===== src/rtl/spi_target_if.sv =====
// spi_target_if: SPI pins plus byte-stream RX/TX, status and control signals of the SPI target
// Ports: slave modport faces the target (pins/handshake inputs in, MISO/RX/status out);
//        master modport is the mirror view for an initiator or consumer.
interface spi_target_if;
  logic       spi_cen;
  logic       spi_sclk;
  logic       spi_mosi;
  logic       spi_miso;
  logic       spi_miso_oe;
  logic [7:0] rx_data;
  logic       rx_valid;
  logic       rx_ready;
  logic [7:0] tx_data;
  logic       tx_valid;
  logic       tx_ready;
  logic       busy;
  logic       frame_done;
  logic       rx_overrun;
  logic       tx_underrun;
  logic       clear_status;
  modport slave (
    input  spi_cen, spi_sclk, spi_mosi, rx_ready, tx_data, tx_valid, clear_status,
    output spi_miso, spi_miso_oe, rx_data, rx_valid, tx_ready, busy, frame_done,
           rx_overrun, tx_underrun
  );
  modport master (
    output spi_cen, spi_sclk, spi_mosi, rx_ready, tx_data, tx_valid, clear_status,
    input  spi_miso, spi_miso_oe, rx_data, rx_valid, tx_ready, busy, frame_done,
           rx_overrun, tx_underrun
  );
endinterface


===== src/rtl/spi_target.sv =====
// spi_target: oversampling SPI responder (modes 0/3), one byte per 8 SCLK rises, MSB first
// Ports: clk, reset (sync, active high); bus = spi_target_if.slave carrying the async SPI pins,
//        the RX byte stream (valid/ready), the 1-entry TX hold (valid/ready) and sticky status.
module spi_target #(
  parameter logic [7:0] TX_IDLE     = 8'hFF,
  parameter int         SYNC_STAGES = 2
) (
  input logic          clk,
  input logic          reset,
  spi_target_if.slave  bus
);
  logic [SYNC_STAGES-1:0] cen_sq, sclk_sq, mosi_sq;
  logic       cen_hq, sclk_hq;
  logic [2:0] cnt_q, cnt_d;
  logic       pend_q, pend_d, dlv_q, dlv_d;
  logic [7:0] shift_rx_q, shift_rx_d, shift_tx_q, shift_tx_d;
  logic [7:0] hold_q, hold_d, rx_data_q, rx_data_d;
  logic       full_q, full_d, rx_valid_q, rx_valid_d;
  logic       act_q, act_d, fd_q, fd_d, ovr_q, ovr_d, und_q, und_d;
  logic       cen_s, sclk_s, mosi_s, cen_fall, cen_rise, active;
  logic       sclk_rise, sclk_fall, last, load, tx_wr, ovr_evt;
  assign cen_s  = cen_sq[SYNC_STAGES-1];
  assign sclk_s = sclk_sq[SYNC_STAGES-1];
  assign mosi_s = mosi_sq[SYNC_STAGES-1];
  assign cen_fall = cen_hq & ~cen_s;
  assign cen_rise = ~cen_hq & cen_s;
  // requiring the history flop low as well masks SCLK edges in the cycle CEN falls
  assign active    = ~cen_s & ~cen_hq;
  assign sclk_rise = active & sclk_s & ~sclk_hq;
  assign sclk_fall = active & ~sclk_s & sclk_hq;
  assign last      = sclk_rise & (cnt_q == 3'd7);
  assign load      = cen_fall | (sclk_fall & pend_q);
  assign tx_wr     = bus.tx_valid & ~full_q;
  assign ovr_evt   = dlv_q & rx_valid_q & ~bus.rx_ready;
  always_comb begin
    shift_rx_d = sclk_rise ? {shift_rx_q[6:0], mosi_s} : shift_rx_q;
    cnt_d      = cen_rise ? 3'd0 : sclk_rise ? cnt_q + 3'd1 : cnt_q;
    pend_d     = cen_rise ? 1'b0 : last ? 1'b1 : (sclk_fall & pend_q) ? 1'b0 : pend_q;
    dlv_d      = last;
    // a write racing a load on an empty hold misses this load and waits for the next one
    shift_tx_d = load ? (full_q ? hold_q : TX_IDLE) :
                 (sclk_fall && cnt_q != 3'd0) ? {shift_tx_q[6:0], 1'b0} : shift_tx_q;
    full_d     = tx_wr | (full_q & ~load);
    hold_d     = tx_wr ? bus.tx_data : hold_q;
    rx_data_d  = (dlv_q & ~ovr_evt) ? shift_rx_q : rx_data_q;
    rx_valid_d = dlv_q | (rx_valid_q & ~bus.rx_ready);
    ovr_d      = ovr_evt | (ovr_q & ~bus.clear_status);
    und_d      = (load & ~full_q) | (und_q & ~bus.clear_status);
    act_d      = cen_fall ? 1'b1 : cen_rise ? 1'b0 : act_q;
    fd_d       = cen_rise;
  end
  always_ff @(posedge clk) begin
    if (reset) begin
      cen_sq     <= '1;
      sclk_sq    <= '0;
      mosi_sq    <= '0;
      cen_hq     <= 1'b1;
      sclk_hq    <= 1'b0;
      cnt_q      <= '0;
      pend_q     <= 1'b0;
      dlv_q      <= 1'b0;
      shift_rx_q <= '0;
      shift_tx_q <= '0;
      hold_q     <= '0;
      full_q     <= 1'b0;
      rx_data_q  <= '0;
      rx_valid_q <= 1'b0;
      ovr_q      <= 1'b0;
      und_q      <= 1'b0;
      act_q      <= 1'b0;
      fd_q       <= 1'b0;
    end else begin
      cen_sq     <= {cen_sq[SYNC_STAGES-2:0], bus.spi_cen};
      sclk_sq    <= {sclk_sq[SYNC_STAGES-2:0], bus.spi_sclk};
      mosi_sq    <= {mosi_sq[SYNC_STAGES-2:0], bus.spi_mosi};
      cen_hq     <= cen_s;
      sclk_hq    <= sclk_s;
      cnt_q      <= cnt_d;
      pend_q     <= pend_d;
      dlv_q      <= dlv_d;
      shift_rx_q <= shift_rx_d;
      shift_tx_q <= shift_tx_d;
      hold_q     <= hold_d;
      full_q     <= full_d;
      rx_data_q  <= rx_data_d;
      rx_valid_q <= rx_valid_d;
      ovr_q      <= ovr_d;
      und_q      <= und_d;
      act_q      <= act_d;
      fd_q       <= fd_d;
    end
  end
  assign bus.spi_miso    = act_q & shift_tx_q[7];
  assign bus.spi_miso_oe = act_q;
  assign bus.busy        = act_q;
  assign bus.rx_data     = rx_data_q;
  assign bus.rx_valid    = rx_valid_q;
  assign bus.tx_ready    = ~full_q;
  assign bus.frame_done  = fd_q;
  assign bus.rx_overrun  = ovr_q;
  assign bus.tx_underrun = und_q;
endmodule


===== src/flat_wrapper.sv =====
// flat-port wrapper written by rule: the top's interface ports become plain ports
module spi_target_flat 
#(
  parameter logic [7:0] TX_IDLE     = 8'hFF,
  parameter int         SYNC_STAGES = 2
)
  (clk, reset, bus_spi_cen, bus_spi_sclk, bus_spi_mosi, bus_rx_ready, bus_tx_data, bus_tx_valid, bus_clear_status, bus_spi_miso, bus_spi_miso_oe, bus_rx_data, bus_rx_valid, bus_tx_ready, bus_busy, bus_frame_done, bus_rx_overrun, bus_tx_underrun);
  spi_target_if bus_i ();
  input logic clk;
  input logic reset;
  input wire logic [$bits(bus_i.spi_cen)-1:0] bus_spi_cen;
  input wire logic [$bits(bus_i.spi_sclk)-1:0] bus_spi_sclk;
  input wire logic [$bits(bus_i.spi_mosi)-1:0] bus_spi_mosi;
  input wire logic [$bits(bus_i.rx_ready)-1:0] bus_rx_ready;
  input wire logic [$bits(bus_i.tx_data)-1:0] bus_tx_data;
  input wire logic [$bits(bus_i.tx_valid)-1:0] bus_tx_valid;
  input wire logic [$bits(bus_i.clear_status)-1:0] bus_clear_status;
  output wire logic [$bits(bus_i.spi_miso)-1:0] bus_spi_miso;
  output wire logic [$bits(bus_i.spi_miso_oe)-1:0] bus_spi_miso_oe;
  output wire logic [$bits(bus_i.rx_data)-1:0] bus_rx_data;
  output wire logic [$bits(bus_i.rx_valid)-1:0] bus_rx_valid;
  output wire logic [$bits(bus_i.tx_ready)-1:0] bus_tx_ready;
  output wire logic [$bits(bus_i.busy)-1:0] bus_busy;
  output wire logic [$bits(bus_i.frame_done)-1:0] bus_frame_done;
  output wire logic [$bits(bus_i.rx_overrun)-1:0] bus_rx_overrun;
  output wire logic [$bits(bus_i.tx_underrun)-1:0] bus_tx_underrun;
  assign bus_i.spi_cen = bus_spi_cen;
  assign bus_i.spi_sclk = bus_spi_sclk;
  assign bus_i.spi_mosi = bus_spi_mosi;
  assign bus_i.rx_ready = bus_rx_ready;
  assign bus_i.tx_data = bus_tx_data;
  assign bus_i.tx_valid = bus_tx_valid;
  assign bus_i.clear_status = bus_clear_status;
  assign bus_spi_miso = bus_i.spi_miso;
  assign bus_spi_miso_oe = bus_i.spi_miso_oe;
  assign bus_rx_data = bus_i.rx_data;
  assign bus_rx_valid = bus_i.rx_valid;
  assign bus_tx_ready = bus_i.tx_ready;
  assign bus_busy = bus_i.busy;
  assign bus_frame_done = bus_i.frame_done;
  assign bus_rx_overrun = bus_i.rx_overrun;
  assign bus_tx_underrun = bus_i.tx_underrun;
  spi_target #(.TX_IDLE(TX_IDLE), .SYNC_STAGES(SYNC_STAGES)) u_core (.clk(clk), .reset(reset), .bus(bus_i));
endmodule

===== config.mk =====
export PLATFORM = sky130hd
export DESIGN_NAME = spi_target_flat
export DESIGN_NICKNAME = d
export VERILOG_FILES = /design/src/rtl/spi_target_if.sv /design/src/rtl/spi_target.sv /design/src/flat_wrapper.sv
export SDC_FILE = /design/constraint.sdc
export NUM_CORES = 1
export LEC_CHECK = 0
export CAP_MARGIN = 10
export CORE_UTILIZATION = 40
export CTS_CLUSTER_SIZE = 10
export DETAILED_ROUTE_END_ITERATION = 12
export GPL_TIMING_DRIVEN = 1
export PLACE_DENSITY = 0.63
export SYNTH_ARGS = -nofsm -noshare
export SYNTH_HDL_FRONTEND = slang
export SYNTH_SLANG_ARGS = --single-unit

===== constraint.sdc =====
create_clock -name clk -period 1.71 [get_ports clk]
set_input_delay 0.342 -clock clk [delete_from_list [all_inputs] [get_ports clk]]
set_output_delay 0.342 -clock clk [all_outputs]
set_load 0.01 [all_outputs]

==> flow_summary_export.csv <==
group,metric,value,unit
floorplanning,placementRows,25,
routing,routed_wl,3840,um
final_layout,areaGrowthSynthToFinish,23.3,%
floorplanning,fp.dieW,73.4,um
place,io_buffers,31,
routing,ant_nets,0,
sta,setup_viol,0,
sta,tns,0,ps
place,dp.final_hpwl,2550,um
clock_network,path_clk_slew,90,ps
worst_hold_path,min_path_type,"flop to flop",
clock_network,postCtsHoldBufs,0,
synth,synth_commonest_cells,"dfxtp_1, a21oi_1, nand2_1",
power,p_leak,1.00,nW
critical_path,crit_arrival,1300,ps
routing,firstDrtPassIters,4,
sta,post-route-period-util,0.962,
clock_network,cts_tree,"yes",
synth,async_reset_ff_frac,0,
place,gp_congestion,0.741,
global_route,antenna_found_initial,0,
synth,synth_top_flop_cell,"dfxtp_1",
sta,clock.fmax,0.608,GHz
power,p_per_area,825,nW/um^2
sta,slew_headroom,0.772,
routing,viasPerCell,4.98,
critical_path,critPathKind,"flop to output port",
synth,yosys.area.top_type,"dfxtp_1",
power,ir_worst_vdd,0.684,mV
final_layout,diodes,0,
clock_network,numCtsBuffers,5,
outcome,status,"finished clean",
power,power.total,0.00207,W
clock_network,clkSinkCount,51,
final_layout,fillers,476,
final_layout,stdcell_count,318,
routing,wire_per_inst,12.1,um
sta,worst_pin_slew,341,ps
place,dp.cells,310,
critical_path,cp_max_fo,4,
routing,drc_errors,0,
clock_network,clockBufferDepth,2,
sta,fin_crit,1640,ps
routing,num_vias,1583,
sta,slew_viol_final,0,
flow_run,drv_cap,0,
floorplanning,start_util,0.423,
synth,seq_area_frac_synth,0.501,
global_route,overflow,0,
critical_path,critPathLaunchType,"flop",
sta,clock_skew,7.89,ps
synth,yosysUniqueCellTypes,31,
clock_network,post-cts-setup-buffers,0,
critical_path,slowest_delay,520,ps
synth,synth.top_cell.area_share,0.501,
final_layout,fin_area,2510,sq um
synth,synth_nets,241,
floorplanning,core_area,4820,sq um
place,placed_area,2420,sq um
floorplanning,die_h,73.4,um
synth,synth_edf_count,0,
floorplanning,io_pins,32,
synth,syn_inst,219,
clock_network,cts_resized,0,
clock_network,cts_max_level,2,
synth,synth.area.top_cells,"dfxtp_1, mux2i_1, a21oi_1",
critical_path,worstPathRequired,1370,ps
synth,synth_most_common_cell,"dfxtp_1",
global_route,grt_pass1_vias,1467,
synth,ys_warn_count,0,
final_layout,nNetsFinal,272,
sta,rsz0062_at_grt,"false",
synth,ys_ff_latch,51,
clock_network,worst_skew_pair.late_latency,310,ps
floorplanning,dieArea,5380,sq um
synth,syn_avg_cell_area,9.30,sq um
global_route,grt_first_pass_wirelength,6420,um
sta,finalHoldViolations,0,
global_route,grt_usage,0.156,
final_layout,drive_gt1_frac,0.0916,
clock_network,clock-root-buffer,"clkbuf_8",
critical_path,path_cells,"and2_1 > clkdlybuf4s50_1",
routing,drtIter0Drc,150,
global_route,grt_max_degree,52,
critical_path,cpMaxStageDelayCell,"clkdlybuf4s50_1",
critical_path,worstSetupEndpointType,"output port",
synth,syn_area,2040,sq um
[kinds of logic after synthesis]
| group | share of synthesized area |
|---|---|
| simple gates | 0.186 |
| mux | 0.0541 |
| flops | 0.501 |
| compound gates | 0.165 |
| buf+inv | 0.0528 |
| fa+ha+maj | 0.0369 |
| xor+xnor | 0.00430 |
[power breakdown]
part | leakage [nW] | internal [W] | switching (W) | total (W)
clock network | 0.0483 | 0.000288 | 0.000392 | 0.000681
logic | 0.536 | 0.0000805 | 0.0000714 | 0.000152
registers | 0.416 | 0.00122 | 0.0000183 | 0.00124
total | 1.00 | 0.00159 | 0.000482 | 0.00207
[cell usage in the layout (no fill, tap or decap), drive strengths merged, types with 7 or more instances in the layout]
master and count:
mux2i 11, clkdlybuf4s50 31, a311oi 8, nor2 17, inv 7, buf 8
nand2 19, a221oi 7, a21oi 20, nand3 9, dfxtp 51, nor2b 10
o21ai 18
[critical path: cells and delay by family, from the launching register on]
family / cells / cell delay, ps
buf+inv: 1 / 520
flops: 1 / 360
simple gates: 1 / 120
[layer usage]
metal / part of all wire / GRT usage
met1: 0.49 / 0.193
met2: 0.45 / 0.258
met3: 0.035 / 0.0370
met4: 0.019 / 0.0705
met5: 0 / 0
[final timing paths]
path | end | cells after the start | slack [ps] | startpoint
worst min-delay path | u_core.cen_sq[1] | 1 | 420 | u_core.cen_sq[0]
worst min register to register | u_core.cen_sq[1] | 1 | 420 | u_core.cen_sq[0]
worst max register to register | u_core.shift_tx_q[1] | 5 | 130 | u_core.cen_sq[1]
worst max-delay path | bus_spi_miso | 2 | 70 | u_core.bus.busy
[per-stage QoR]
step	utilization	setup slack [ps]	hold WS (ps)
after detailed placement	0.503	206	398
final	0.521	65.6	415
after global routing	0.521	15.5	446
after global placement	0.503	251	394
after floorplan	-	301	389
after CTS	0.521	6.40	419
[state kept, by name (all words and copies together) (netlist names), 2 cells and up]
signal / count
u_core.mosi_sq: 2
u_core.cen_sq: 2
u_core.bus.rx_data: 8
u_core.cnt_q: 3
u_core.sclk_sq: 2
u_core.shift_tx_q: 8
u_core.hold_q: 8
u_core.shift_rx_q: 8
[cell type report]
cell class	count	area, sq um	share of cell area
Multi-Input combinational cell	146	908	0.362
Inverter	7	26.3	0.0105
Sequential cell	51	1020	0.407
Timing Repair Buffer	39	383	0.152
Tap cell	67	83.8	0.0334
Clock inverter	3	18.8	0.00747
Clock buffer	5	68.8	0.0274
(Power assumes the default switching activity.)
